[src/rtl/mem_port_arbiter.sv]
// mem_port_arbiter: round-robin arbiter sharing one single-port memory
// between the instruction-fetch (IF) and load/store (LS) requesters.
// One access is in flight at a time; read data is returned to the owner
// after a fixed memory latency.
`timescale 1ns/1ps

module mem_port_arbiter #(
  parameter int unsigned ADDR_W  = 32,
  parameter int unsigned DATA_W  = 32,
  parameter int unsigned MEM_LAT = 1
) (
  input  logic                  CLK,
  input  logic                  RESET_N,
  // instruction-fetch requester
  input  logic                  if_req,
  input  logic [ADDR_W-1:0]     if_addr,
  output logic                  if_gnt,
  output logic                  if_rvalid,
  output logic [DATA_W-1:0]     if_rdata,
  // load/store requester
  input  logic                  ls_req,
  input  logic                  ls_we,
  input  logic [ADDR_W-1:0]     ls_addr,
  input  logic [DATA_W-1:0]     ls_wdata,
  input  logic [DATA_W/8-1:0]   ls_wstrb,
  output logic                  ls_gnt,
  output logic                  ls_rvalid,
  output logic [DATA_W-1:0]     ls_rdata,
  // memory port
  output logic                  mem_en,
  output logic                  mem_we,
  output logic [ADDR_W-1:0]     mem_addr,
  output logic [DATA_W-1:0]     mem_wdata,
  output logic [DATA_W/8-1:0]   mem_wstrb,
  input  logic [DATA_W-1:0]     mem_rdata,
  output logic                  busy
);

  localparam logic [3:0] LAT = 4'(MEM_LAT);

  typedef enum logic [1:0] {
    S_IDLE,
    S_ISSUE,
    S_WAIT,
    S_RESP
  } state_t;

  state_t                r_state;
  state_t                w_state_nxt;
  logic [3:0]            r_cnt;
  logic                  r_last_ls;
  logic                  r_owner_ls;
  logic                  r_mem_en;
  logic                  r_mem_we;
  logic [ADDR_W-1:0]     r_mem_addr;
  logic [DATA_W-1:0]     r_mem_wdata;
  logic [DATA_W/8-1:0]   r_mem_wstrb;
  logic                  r_if_rvalid;
  logic                  r_ls_rvalid;
  logic [DATA_W-1:0]     r_if_rdata;
  logic [DATA_W-1:0]     r_ls_rdata;
  logic                  w_if_gnt;
  logic                  w_ls_gnt;
  logic                  w_grant;

  // State register.
  always_ff @(posedge CLK or negedge RESET_N) begin
    if (!RESET_N) begin
      r_state <= S_IDLE;
    end else begin
      r_state <= w_state_nxt;
    end
  end

  // Arbitration in IDLE (gated by reset so grants are low during reset) and next state.
  always_comb begin
    w_if_gnt    = 1'b0;
    w_ls_gnt    = 1'b0;
    w_state_nxt = r_state;
    case (r_state)
      S_IDLE: begin
        if (RESET_N) begin
          if (if_req && (!ls_req || r_last_ls)) begin
            w_if_gnt = 1'b1;
          end else if (ls_req) begin
            w_ls_gnt = 1'b1;
          end
        end
        if (w_if_gnt || w_ls_gnt) begin
          w_state_nxt = S_ISSUE;
        end
      end
      S_ISSUE: begin
        w_state_nxt = r_mem_we ? S_IDLE : S_WAIT;
      end
      S_WAIT: begin
        if (r_cnt == 4'd1) begin
          w_state_nxt = S_RESP;
        end
      end
      S_RESP: begin
        w_state_nxt = S_IDLE;
      end
      default: begin
        w_state_nxt = S_IDLE;
      end
    endcase
  end

  assign w_grant = w_if_gnt | w_ls_gnt;

  // Memory-port registers, latency counter, read-data capture and rvalid pulses.
  always_ff @(posedge CLK or negedge RESET_N) begin
    if (!RESET_N) begin
      r_cnt       <= '0;
      r_last_ls   <= 1'b1;
      r_owner_ls  <= 1'b0;
      r_mem_en    <= 1'b0;
      r_mem_we    <= 1'b0;
      r_mem_addr  <= '0;
      r_mem_wdata <= '0;
      r_mem_wstrb <= '0;
      r_if_rvalid <= 1'b0;
      r_ls_rvalid <= 1'b0;
      r_if_rdata  <= '0;
      r_ls_rdata  <= '0;
    end else begin
      r_mem_en    <= w_grant;
      r_if_rvalid <= 1'b0;
      r_ls_rvalid <= 1'b0;
      if (w_grant) begin
        r_owner_ls  <= w_ls_gnt;
        r_last_ls   <= w_ls_gnt;
        r_mem_addr  <= w_ls_gnt ? ls_addr : if_addr;
        r_mem_we    <= w_ls_gnt & ls_we;
        r_mem_wstrb <= w_ls_gnt ? ls_wstrb : '0;
        if (w_ls_gnt) begin
          r_mem_wdata <= ls_wdata;
        end
      end
      case (r_state)
        S_ISSUE: begin
          if (!r_mem_we) begin
            r_cnt <= LAT;
          end
        end
        S_WAIT: begin
          r_cnt <= r_cnt - 4'd1;
          if (r_cnt == 4'd1) begin
            if (r_owner_ls) begin
              r_ls_rdata  <= mem_rdata;
              r_ls_rvalid <= 1'b1;
            end else begin
              r_if_rdata  <= mem_rdata;
              r_if_rvalid <= 1'b1;
            end
          end
        end
        default: begin
        end
      endcase
    end
  end

  assign if_gnt    = w_if_gnt;
  assign ls_gnt    = w_ls_gnt;
  assign if_rvalid = r_if_rvalid;
  assign ls_rvalid = r_ls_rvalid;
  assign if_rdata  = r_if_rdata;
  assign ls_rdata  = r_ls_rdata;
  assign mem_en    = r_mem_en;
  assign mem_we    = r_mem_we;
  assign mem_addr  = r_mem_addr;
  assign mem_wdata = r_mem_wdata;
  assign mem_wstrb = r_mem_wstrb;
  assign busy      = (r_state != S_IDLE);

endmodule

[config.mk]
export PLATFORM = sky130hd
export DESIGN_NAME = mem_port_arbiter
export DESIGN_NICKNAME = d
export VERILOG_FILES = /design/src/rtl/mem_port_arbiter.sv
export SDC_FILE = /design/constraint.sdc
export NUM_CORES = 1
export LEC_CHECK = 0
export ABC_CLOCK_PERIOD_IN_PS = 2800
export BUFFER_PORTS_ARGS = -buffer_cell sky130_fd_sc_hd__buf_4
export CORE_MARGIN = 4
export CORE_UTILIZATION = 50
export CTS_BUF_LIST = sky130_fd_sc_hd__clkbuf_8 sky130_fd_sc_hd__clkbuf_16
export DETAILED_ROUTE_END_ITERATION = 10
export GPL_ROUTABILITY_DRIVEN = 0
export PLACE_DENSITY = 0.95
export SLEW_MARGIN = 30
export SYNTH_ARGS = -nofsm -noshare
export SYNTH_HDL_FRONTEND = slang
export SYNTH_SLANG_ARGS = --single-unit
[constraint.sdc]
create_clock -name CLK -period 2.8 [get_ports CLK]
set_input_delay 0.28 -clock CLK [delete_from_list [all_inputs] [get_ports CLK]]
set_output_delay 0.28 -clock CLK [all_outputs]
set_load 0.1 [all_outputs]
# Yosys cells after proc, flatten, opt, wreduce, memory -nomap -nowiden
# Cells that the tools add are included.
# word_totals
register_bits	144
output_inout_bits	139
input_bits	137
word_cells	59
# classes
add_sub_neg	1
n_reduce_logical	12
bitwise	3
n_mux	23
n_eq_ne	7
# ops
operator	count
$mux W32	1
$mux W1	15
$mux W4	2
$pmux W2 S4	1
$pmux W4 S2	1
$mux W2	3
$ne A2 B2 Y1 const B	3
$reduce_and A2 Y1	3
$reduce_and A3 Y1	2
$eq A2 B2 Y1 const B	2
$eq A4 B1 Y1 const B	1
$reduce_bool A2 Y1	2
$sub A4 B1 Y4 const B	1
$eq A2 B1 Y1 const B	1
$logic_not A2 Y1	1
$logic_or A1 B1 Y1	2
$and A1 B1 Y1	1
$logic_and A1 B1 Y1	1
$logic_not A1 Y1	1
$not A1 Y1	1
$or A1 B1 Y1	1

# Logic depth before layout (Yosys ltp)
# Gate-level depths: netlist (run 1).
# logic_depth
depth_word	9
ltp_mapped	6
depth_no_buf	5

# Worst setup path after synthesis (run 1)
# OpenSTA, ideal clock, no wires.
# synth_timing
path_kind	reg-to-output
start	register (tool-made name)
end	output if_gnt
required_ns	2.520
stages_incl_launch_ff	6
slack_ns	0.924
arrival_time_ns	1.596
path_buffers	2
cell_sequence	dfrtp_1 buf_4 nor3b_2 buf_2 nand3_1 inv_1
# synth_rtl
element	line	rtl
end, declared	17	output logic if_gnt,

# Worst setup path in the final report (run 1)
# layout_timing
start	register r_state[0]
end	output ls_gnt
# layout_between
elab_chain_cells	2
# layout_rtl
element	line	rtl
start, declared	48	state_t r_state;
start signal, assigned	71	r_state <= w_state_nxt;
$logic_not A2 Y1	80	case (r_state)
$mux W1	80	
end, declared	26	output logic ls_gnt,
# No other way between the ends.

==> impl_metrics.ini, run 1 <==
[floorplanning]
die_h_um = 118
rows = 39
io_pins = 276
core_area_um2 = 11600
dieArea_um2 = 13800
die_w_um = 118
start_util_pct = 51.8

[yosys]
synth_seq_cells = 144
synthCells = 450
synth_area_um2 = 6000
yosys.area.top_type = dfrtp_1
yosys.area.top_type_share_pct = 59.7
syn_avg_cell_area_um2 = 13.3
seq_area_frac_synth_pct = 60.1
synth.area.top_cells = dfrtp_1 (60%), mux2_2 (15%), mux2_4 (3.8%)
ys_types = 36
synth.net_count = 589
yosysWarnings = 0

[grt]
groute.usage.overall_pct = 23.8
grt_max_degree = 83
antenna_found_initial = 0
grt_pass1_wl_mm = 26.5
grt_pass1_vias = 5134
grt-ovfl-total = 0

[cells_and_area]
fill_cells = 764
layout.nets = 855
drive_above_1_share_pct = 56.7
syn_to_final_growth_pct = 43.7
fin_area_um2 = 8610
n_antenna_cell = 0
register_area_um2 = 3600
multiInputGateArea_um2 = 2160

[route]
drcViolationCount = 0
viasPerCell = 5.42
drt-pass1-iter-count = 5
wl_per_cell_um = 19.0
num_vias = 4714
initialDrtViolationCount = 399
postRouteAntennaNets = 0
wl_mm = 16.6

[timing]
finalHoldViolCount = 0
hold_ws_ns = 0.0366
setup_tns_ns = 0
fin_crit_ns = 2.54
slew_viol_final = 0
maxSlewHeadroom_pct = 41.2
rsz0062_at_grt = no
fin_ws_ns = 0.261
worstMarginPinSlew_ns = 0.876
clock_skew_ns = 0.00793
setup_viol_count_final = 0
fmax_mhz = 394
period_share_pct = 90.7

[worst_setup_path]
crit_required_ns = 2.52
r2r.worst_path.cells = 4
endpoint_kind = output port
critPathCapture = ls_gnt
startpoint = r_state[0]
crit_type = register to output port
r2r_setup_slack_ns = 0.48
worstPathArrival_ns = 2.26
r2r_end = mem_wdata[13]
r2r-start = r_state[0]
crit_fanout = 33
critPathLaunchType = register

[placed_design]
pre_cts_ws_ns = 0.440
hpwl_mm = 12.2
placed_area_um2 = 8080
io_buffers = 275

[cts]
numCtsBuffers = 17
cts_setup_buffers = 0
cts_root_buffer = clkbuf_16
htree_levels = 4
insertion_delay_ns = 0.40
path_clk_slew_ns = 0.05
post_cts_resized = 0
hold_buffers = 0
cts_tree = yes
cts_buffer_depth = 2
numClockSinks = 144

[hold_path]
hold_path.class = input pin to async pin

[flow_run]
cap_violations = 0

[run_status]
status = finished clean
registers in the layout, indices dropped and copies added, names as in the netlist, named ones only:
| register | cells |
|---|---|
| if_rdata | 32 |
| mem_wdata | 32 |
| r_owner_ls | 1 |
| mem_en | 1 |
| mem_wstrb | 4 |
| r_state | 1 |
| if_rvalid | 1 |
| r_last_ls | 1 |
| ls_rdata | 32 |
| mem_addr | 32 |
| r_cnt | 4 |
| mem_we | 1 |
| ls_rvalid | 1 |
synthesized netlist by cell type (all sizes together):
master	number
a21bo	1
a21boi	1
a21o	1
a21oi	35
a221oi	1
a22o	5
a31o	1
a31oi	32
a32o	1
buf	20
clkbuf	15
dfrtp	143
dfstp	1
ha	2
inv	6
mux2	96
nand2	4
nand2b	2
nand3	34
nand4	1
nand4b	1
nor2	5
nor2b	1
nor3	1
nor3b	1
o21a	1
o21ai	34
or2	2
or3b	1
xnor2	1
kinds of logic (layout without fill, tap and decap cells):
| logic type | Yosys count | in the layout | synth area share (%) |
|---|---|---|---|
| simple gates | 53 | 53 | 5.43 |
| buf+inv | 41 | 318 | 4.09 |
| fa+ha+maj | 2 | 2 | 0.417 |
| xor+xnor | 1 | 1 | 0.146 |
| compound gates | 113 | 113 | 10.8 |
| flops | 144 | 144 | 60.1 |
| mux | 96 | 96 | 19.0 |
layout by cell type, fill, tap and decap left out, types with 2 or more instances in the layout:
cell type    n
clkbuf_8     4
a21oi_1     35
ha_1         2
nand2b_1     2
nand2_1      4
clkinv_2     3
inv_1        9
buf_4      280
mux2_2      78
nand3_1     34
a22o_1       5
or2_2        2
buf_6        2
mux2_1       3
clkbuf_16   17
dfrtp_1    143
nor2_1       4
mux2_4      15
a31oi_1     32
o21ai_0     34
critical path, stage by stage, from the launching register on:
cell,delay (ns)
dfrtp_1,0.47
or3b_4,0.61
nor2_8,0.41
buf_4,0.37
per-stage QoR:
step / util [%] / instances
2_1_floorplan: - / 450
3_3_place_gp: 69.9 / 840
3_5_place_dp: 69.9 / 840
4_1_cts: 74.4 / 870
5_1_grt: 74.5 / 870
6_report: 74.5 / 870
final cells by class:
class | count | area share (%)
well taps | 143 | 2.08
repair buffers | 282 | 24.7
clock inverters | 9 | 0.537
inverters | 6 | 0.261
multi-input cells | 265 | 25.0
clock buffers | 21 | 5.58
flip-flops and latches | 144 | 41.9
routing by layer:
metal  vias up  global-route usage [%]  wire length (um)
met4         0                    7.99               280
met5         -                       0                 0
li1       2160                       -                 -
met1      2301                    26.8              6230
met3        28                    6.30              1140
met2       225                    43.8              8910
worst min-delay path by stage:
stage / from / end / cells past startpoint / slack (ns)
2_1_floorplan: RESET_N / async pin / 0 / -0.02
3_3_place_gp: mem_wdata[11] / mem_wdata[11] / 1 / 0.47
3_5_place_dp: mem_wstrb[2] / mem_wstrb[2] / 1 / 0.49
4_1_cts: ls_wdata[17] / mem_wdata[17] / 2 / 0.08
5_1_grt: RESET_N / ls_rdata[14] / 2 / 0.08
6_report: RESET_N / ls_rdata[14] / 2 / 0.04
Power of run 1 is left out: the tool's default activity adds up to more than one toggle a clock period on the data nets, which glitch-free logic cannot reach.
==> run 2: changes to the inputs <==
--- a/config.mk
+++ b/config.mk
@@ -7,8 +7,10 @@
 export LEC_CHECK = 0
 export ABC_CLOCK_PERIOD_IN_PS = 2800
 export BUFFER_PORTS_ARGS = -buffer_cell sky130_fd_sc_hd__buf_4
+export CELL_PAD_IN_SITES_DETAIL_PLACEMENT = 1
+export CELL_PAD_IN_SITES_GLOBAL_PLACEMENT = 1
 export CORE_MARGIN = 4
-export CORE_UTILIZATION = 50
+export CORE_UTILIZATION = 39
 export CTS_BUF_LIST = sky130_fd_sc_hd__clkbuf_8 sky130_fd_sc_hd__clkbuf_16
 export DETAILED_ROUTE_END_ITERATION = 10
 export GPL_ROUTABILITY_DRIVEN = 0
==> run 2 against run 1 <==
Compared with the run above:
- first-iteration DRC count is 40% lower
- routed wire length is 13% higher
- count of clock-buffer cells in the layout is 2 lower
- utilization is 17 points lower
- highest routed layer unchanged
- critical endpoint unchanged
- via count is 1.7% higher
- fmax is 1.1% lower
- clock skew is 0.0017 ns higher
- non-clock buffer count is 1 lower
- worst hold slack better by 0.020 ns
==> impl_metrics.ini, run 2 (synthesized netlist as in run 1, its figures left out) <==
[run_status]
status = finished clean

[timing]
slew_viol_final = 0
fin_crit_ns = 2.57
setup_tns_ns = 0
rsz0062_at_grt = no
maxSlewHeadroom_pct = 44.5
clock_skew_ns = 0.00960
fin_ws_ns = 0.234
setup_viol_count_final = 0
period_share_pct = 91.6
finalHoldViolCount = 0
fmax_mhz = 390
worstMarginPinSlew_ns = 0.833

[cells_and_area]
final_cell_mix = buf_4 (279), dfrtp_1 (143), mux2_2 (78), a21oi_1 (35)
fill_cells = 1537
layout.nets = 855
final_util_pct = 57.6
n_antenna_cell = 0
fin_area_um2 = 8720
syn_to_final_growth_pct = 45.4
drive_above_1_share_pct = 57.1
layout_commonest_cell = buf_4

[cts]
htree_levels = 4
insertion_delay_ns = 0.42
cts_buffer_depth = 2
cts_root_buffer = clkbuf_16
cts_setup_buffers = 0
cts_tree = yes
path_clk_slew_ns = 0.06
numClockSinks = 144
numCtsBuffers = 17
post_cts_resized = 0

[floorplanning]
core_area_um2 = 15100
io_pins = 276
die_h_um = 132
dieArea_um2 = 17400
rows = 45
die_w_um = 132
start_util_pct = 39.6

[placed_design]
io_buffers = 275
placed_area_um2 = 8130
pre_cts_ws_ns = 0.417
hpwl_mm = 13.7

[route]
postRouteAntennaNets = 0
num_vias = 4794
wl_per_cell_um = 20.5
wl_mm = 18.8
drcViolationCount = 0
viasPerCell = 5.23
initialDrtViolationCount = 238
drt-pass1-iter-count = 5

[worst_setup_path]
cpPeakStageDelay_ns = 0.63
r2r_setup_slack_ns = 0.50
crit_fanout = 34
crit_required_ns = 2.52
worstPathCellList = or3b_4 > nor2_8 > buf_4
r2r.worst_path.cells = 4
r2r_end = ls_rdata[13]
endpoint_kind = output port
worstPathArrival_ns = 2.29
crit_type = register to output port
crit_slowest_cell = or3b_4
critPathLaunchType = register

[grt]
groute.usage.overall_pct = 21.4
met1_usage_pct = 24.2
global_route.usage.met2_pct = 38.0
grt_max_degree = 83
met3_usage_pct = 7.25
grt.busiest_layer = met2
grt_pass1_vias = 5394
grt_pass1_wl_mm = 29.6
antenna_found_initial = 0
grt-ovfl-total = 0

[hold_path]
hold_path.class = input pin to async pin

[flow_run]
cap_violations = 0
run 2: worst max-delay path by stage:
stage	to	from	slack, ns
after floorplan	if_gnt	register	0.92
after global placement	ls_gnt	r_state[0]	0.52
after detailed placement	ls_gnt	r_state[0]	0.42
after CTS	ls_gnt	r_state[0]	0.18
after global routing	ls_gnt	r_state[0]	0.13
final	ls_gnt	r_state[0]	0.23
run 2: layer usage:
layer | part of all wire [%] | wire length (um)
met4 | 1.8 | 346
met5 | 0 | 0
met3 | 7.4 | 1400
met1 | 39 | 7320
met2 | 52 | 9700
run 2: cell type report:
class / count / area, um^2 / share of cell area (%)
sequential: 144 / 3600 / 41.3
multi-input combinational: 266 / 2170 / 24.9
timing repair buffer: 281 / 2120 / 24.3
clock buffer: 19 / 453 / 5.20
tap: 188 / 235 / 2.70
clock inverter: 12 / 119 / 1.36
inverter: 6 / 22.5 / 0.258
run 2: worst max-delay path: cells and delay by family (launching register included):
family                 cells  cell delay [ns]
flip-flops                 1             0.48
AND/OR/NAND/NOR            2             1.02
buffers and inverters      1             0.37
run 2: per-stage QoR:
stage | cells | hold WS [ns]
after floorplan | 450 | -0.0156
after global routing | 916 | 0.0835
after detailed placement | 884 | 0.487
after global placement | 884 | 0.470
final | 916 | 0.0565
after CTS | 916 | 0.0733
run 2: what timing repair did:
item,in CTS,in global routing
hold buffers,0,0
endpoints found under the setup margin,1,0
endpoints found under the hold margin,0,0
Power of run 2 is left out for the same reason.
==> run 3: changes to the inputs <==
--- a/config.mk
+++ b/config.mk
@@ -5,13 +5,13 @@
 export SDC_FILE = /design/constraint.sdc
 export NUM_CORES = 1
 export LEC_CHECK = 0
+export ABC_AREA = 1
 export ABC_CLOCK_PERIOD_IN_PS = 2800
 export BUFFER_PORTS_ARGS = -buffer_cell sky130_fd_sc_hd__buf_4
 export CELL_PAD_IN_SITES_DETAIL_PLACEMENT = 1
 export CELL_PAD_IN_SITES_GLOBAL_PLACEMENT = 1
 export CORE_MARGIN = 4
-export CORE_UTILIZATION = 39
-export CTS_BUF_LIST = sky130_fd_sc_hd__clkbuf_8 sky130_fd_sc_hd__clkbuf_16
+export CORE_UTILIZATION = 36
 export DETAILED_ROUTE_END_ITERATION = 10
 export GPL_ROUTABILITY_DRIVEN = 0
 export PLACE_DENSITY = 0.95
==> run 3 against run 2 <==
Compared with the run above:
- die area rose by 12%
- synthesized cell count rose by 62%
- utilization fell by 4.3 points
- final cell count rose by 34%
- routed wire length rose by 8.9%
- setup slack improved by 0.094 ns
- register-to-register slack improved by 0.12 ns
- global-route usage fell by 0.65 points
- highest routed layer unchanged
==> impl_metrics.ini, run 3 <==
[timing]
setup_tns_ns = 0
worstMarginPinSlew_ns = 0.823
slew_viol_final = 0
period_share_pct = 88.3
fmax_mhz = 404
setup_viol_count_final = 0
rsz0062_at_grt = no
clock_skew_ns = 0.00926
finalHoldViolCount = 0
fin_crit_ns = 2.47
maxSlewHeadroom_pct = 45.2

[hold_path]
hold_path.class = input pin to register

[flow_run]
cap_violations = 0

[route]
wl_per_cell_um = 16.7
num_vias = 5831
postRouteAntennaNets = 0
initialDrtViolationCount = 300
wl_mm = 20.4
drt-pass1-iter-count = 4
drcViolationCount = 0
viasPerCell = 4.76

[grt]
grt-ovfl-total = 0
grt_pass1_wl_mm = 32.7
antenna_found_initial = 0
groute.usage.overall_pct = 20.7
grt_pass1_vias = 6261
grt_max_degree = 78

[placed_design]
hpwl_mm = 15.2
io_buffers = 275

[floorplanning]
die_w_um = 140
rows = 47
io_pins = 276
start_util_pct = 37.2
dieArea_um2 = 19500
core_area_um2 = 16800
die_h_um = 140

[yosys]
ys_top_cells_by_count = nand2_1 (241), dfrtp_1 (143), inv_1 (106), nand3_1 (106), o21ai_1 (46)
yosysMostFrequentCell = nand2_1
seq_area_frac_synth_pct = 57.9
async_flop_share_pct = 100
synthCells = 729
synth.area.top_cells = dfrtp_1 (57%), nand2_1 (15%), nand3_1 (8.5%)
synth.net_count = 868
synth-edff-count = 0
yosysWarnings = 0
syn_avg_cell_area_um2 = 8.55
ys_types = 23
synthFlopType = dfrtp_1
synth_seq_cells = 144
yosys.area.top_type_share_pct = 57.4
yosys.area.top_type = dfrtp_1
synth_area_um2 = 6230

[worst_setup_path]
endpoint_kind = output port
crit_fanout = 30
cpPeakStageDelay_ns = 0.52
critPathLaunchType = register
crit_slowest_cell = dfstp_2
crit_family = simple AND/OR/NAND/NOR gates
worstPathArrival_ns = 2.19
crit_required_ns = 2.52
cp.buffers_inverters = 3
crit_type = register to output port
worstPathCellList = inv_1 > nand2_1 > nand2_2 > nand2_4 > inv_2 > buf_4

[cts]
cts_buffer_depth = 2
numClockSinks = 144
insertion_delay_ns = 0.41
cts_tree = yes
cts_root_buffer = clkbuf_16
path_clk_slew_ns = 0.06
numCtsBuffers = 17
htree_levels = 4

[cells_and_area]
layout_commonest_cell = buf_4
fill_cells = 2031
layout.nets = 1132
drive_above_1_share_pct = 33.0
syn_to_final_growth_pct = 43.2
n_antenna_cell = 0
final_cell_mix = buf_4 (284), nand2_1 (241), dfrtp_1 (143), inv_1 (106), nand3_1 (104)

[run_status]
status = finished clean
-- run 3: cells by family (layout without fill, tap and decap cells) --
group	count (synthesis)	in the layout	synth area share [%]
compound gates	73	73	5.94
flops	144	144	57.9
simple gates	357	357	24.1
buf+inv	153	429	11.7
fa+ha+maj	2	2	0.402
-- run 3: final cells by class --
cell class | instances | area [um^2] | share of cell area (%)
multi-input combinational | 432 | 1910 | 21.4
timing repair buffer | 287 | 2170 | 24.4
tap | 220 | 275 | 3.08
clock inverter | 13 | 118 | 1.32
clock buffer | 18 | 429 | 4.81
inverter | 111 | 417 | 4.67
sequential | 144 | 3600 | 40.4
-- run 3: worst reg2reg max path: stages (launching register included) --
cell     delay (ns)
dfstp_2        0.52
inv_1          0.04
nand2_1        0.06
nand2_2        0.23
nand2_4        0.40
nand2_2        0.50
nand3_1        0.24
nand2_1        0.07
-- run 3: timing repair --
action / 4_1_cts / 5_1_grt
setup buffers: 0 / 0
hold buffers: 1 / 0
gates resized for setup: 0 / 0
hold endpoints to repair: 39 / 0
-- run 3: routing by layer --
metal	share of wire (%)	GRT usage, %
met5	0	0
met3	7.4	5.93
met4	1.3	5.35
met1	40	25.1
met2	51	36.5
-- run 3: final timing paths --
check                              start            end  slack [ns]  depth (start not counted)
setup / recovery               r_last_ls         ls_gnt        0.33                          6
setup reg to reg               r_last_ls   mem_addr[13]        0.62                          7
min in group asynchronous        RESET_N   mem_addr[13]        0.52                          3
hold / removal               ls_wdata[1]   mem_wdata[1]        0.06                          3
max in group asynchronous        RESET_N   ls_rdata[20]        0.96                          4
hold reg to reg            mem_wdata[27]  mem_wdata[27]        0.48                          2
-- run 3: metrics by stage --
step	hold slack, ns	util [%]	setup WS (ns)	instance area, um^2	instances
after floorplan	-0.0156	-	0.832	6230	729
after global placement	0.377	49.9	0.684	8370	1193
after detailed placement	0.378	49.9	0.618	8370	1193
after CTS	0.0440	53.3	0.281	8920	1225
after global routing	0.0464	53.3	0.160	8920	1225
final	0.0595	53.3	0.328	8920	1225
Power of run 3 is left out for the same reason.
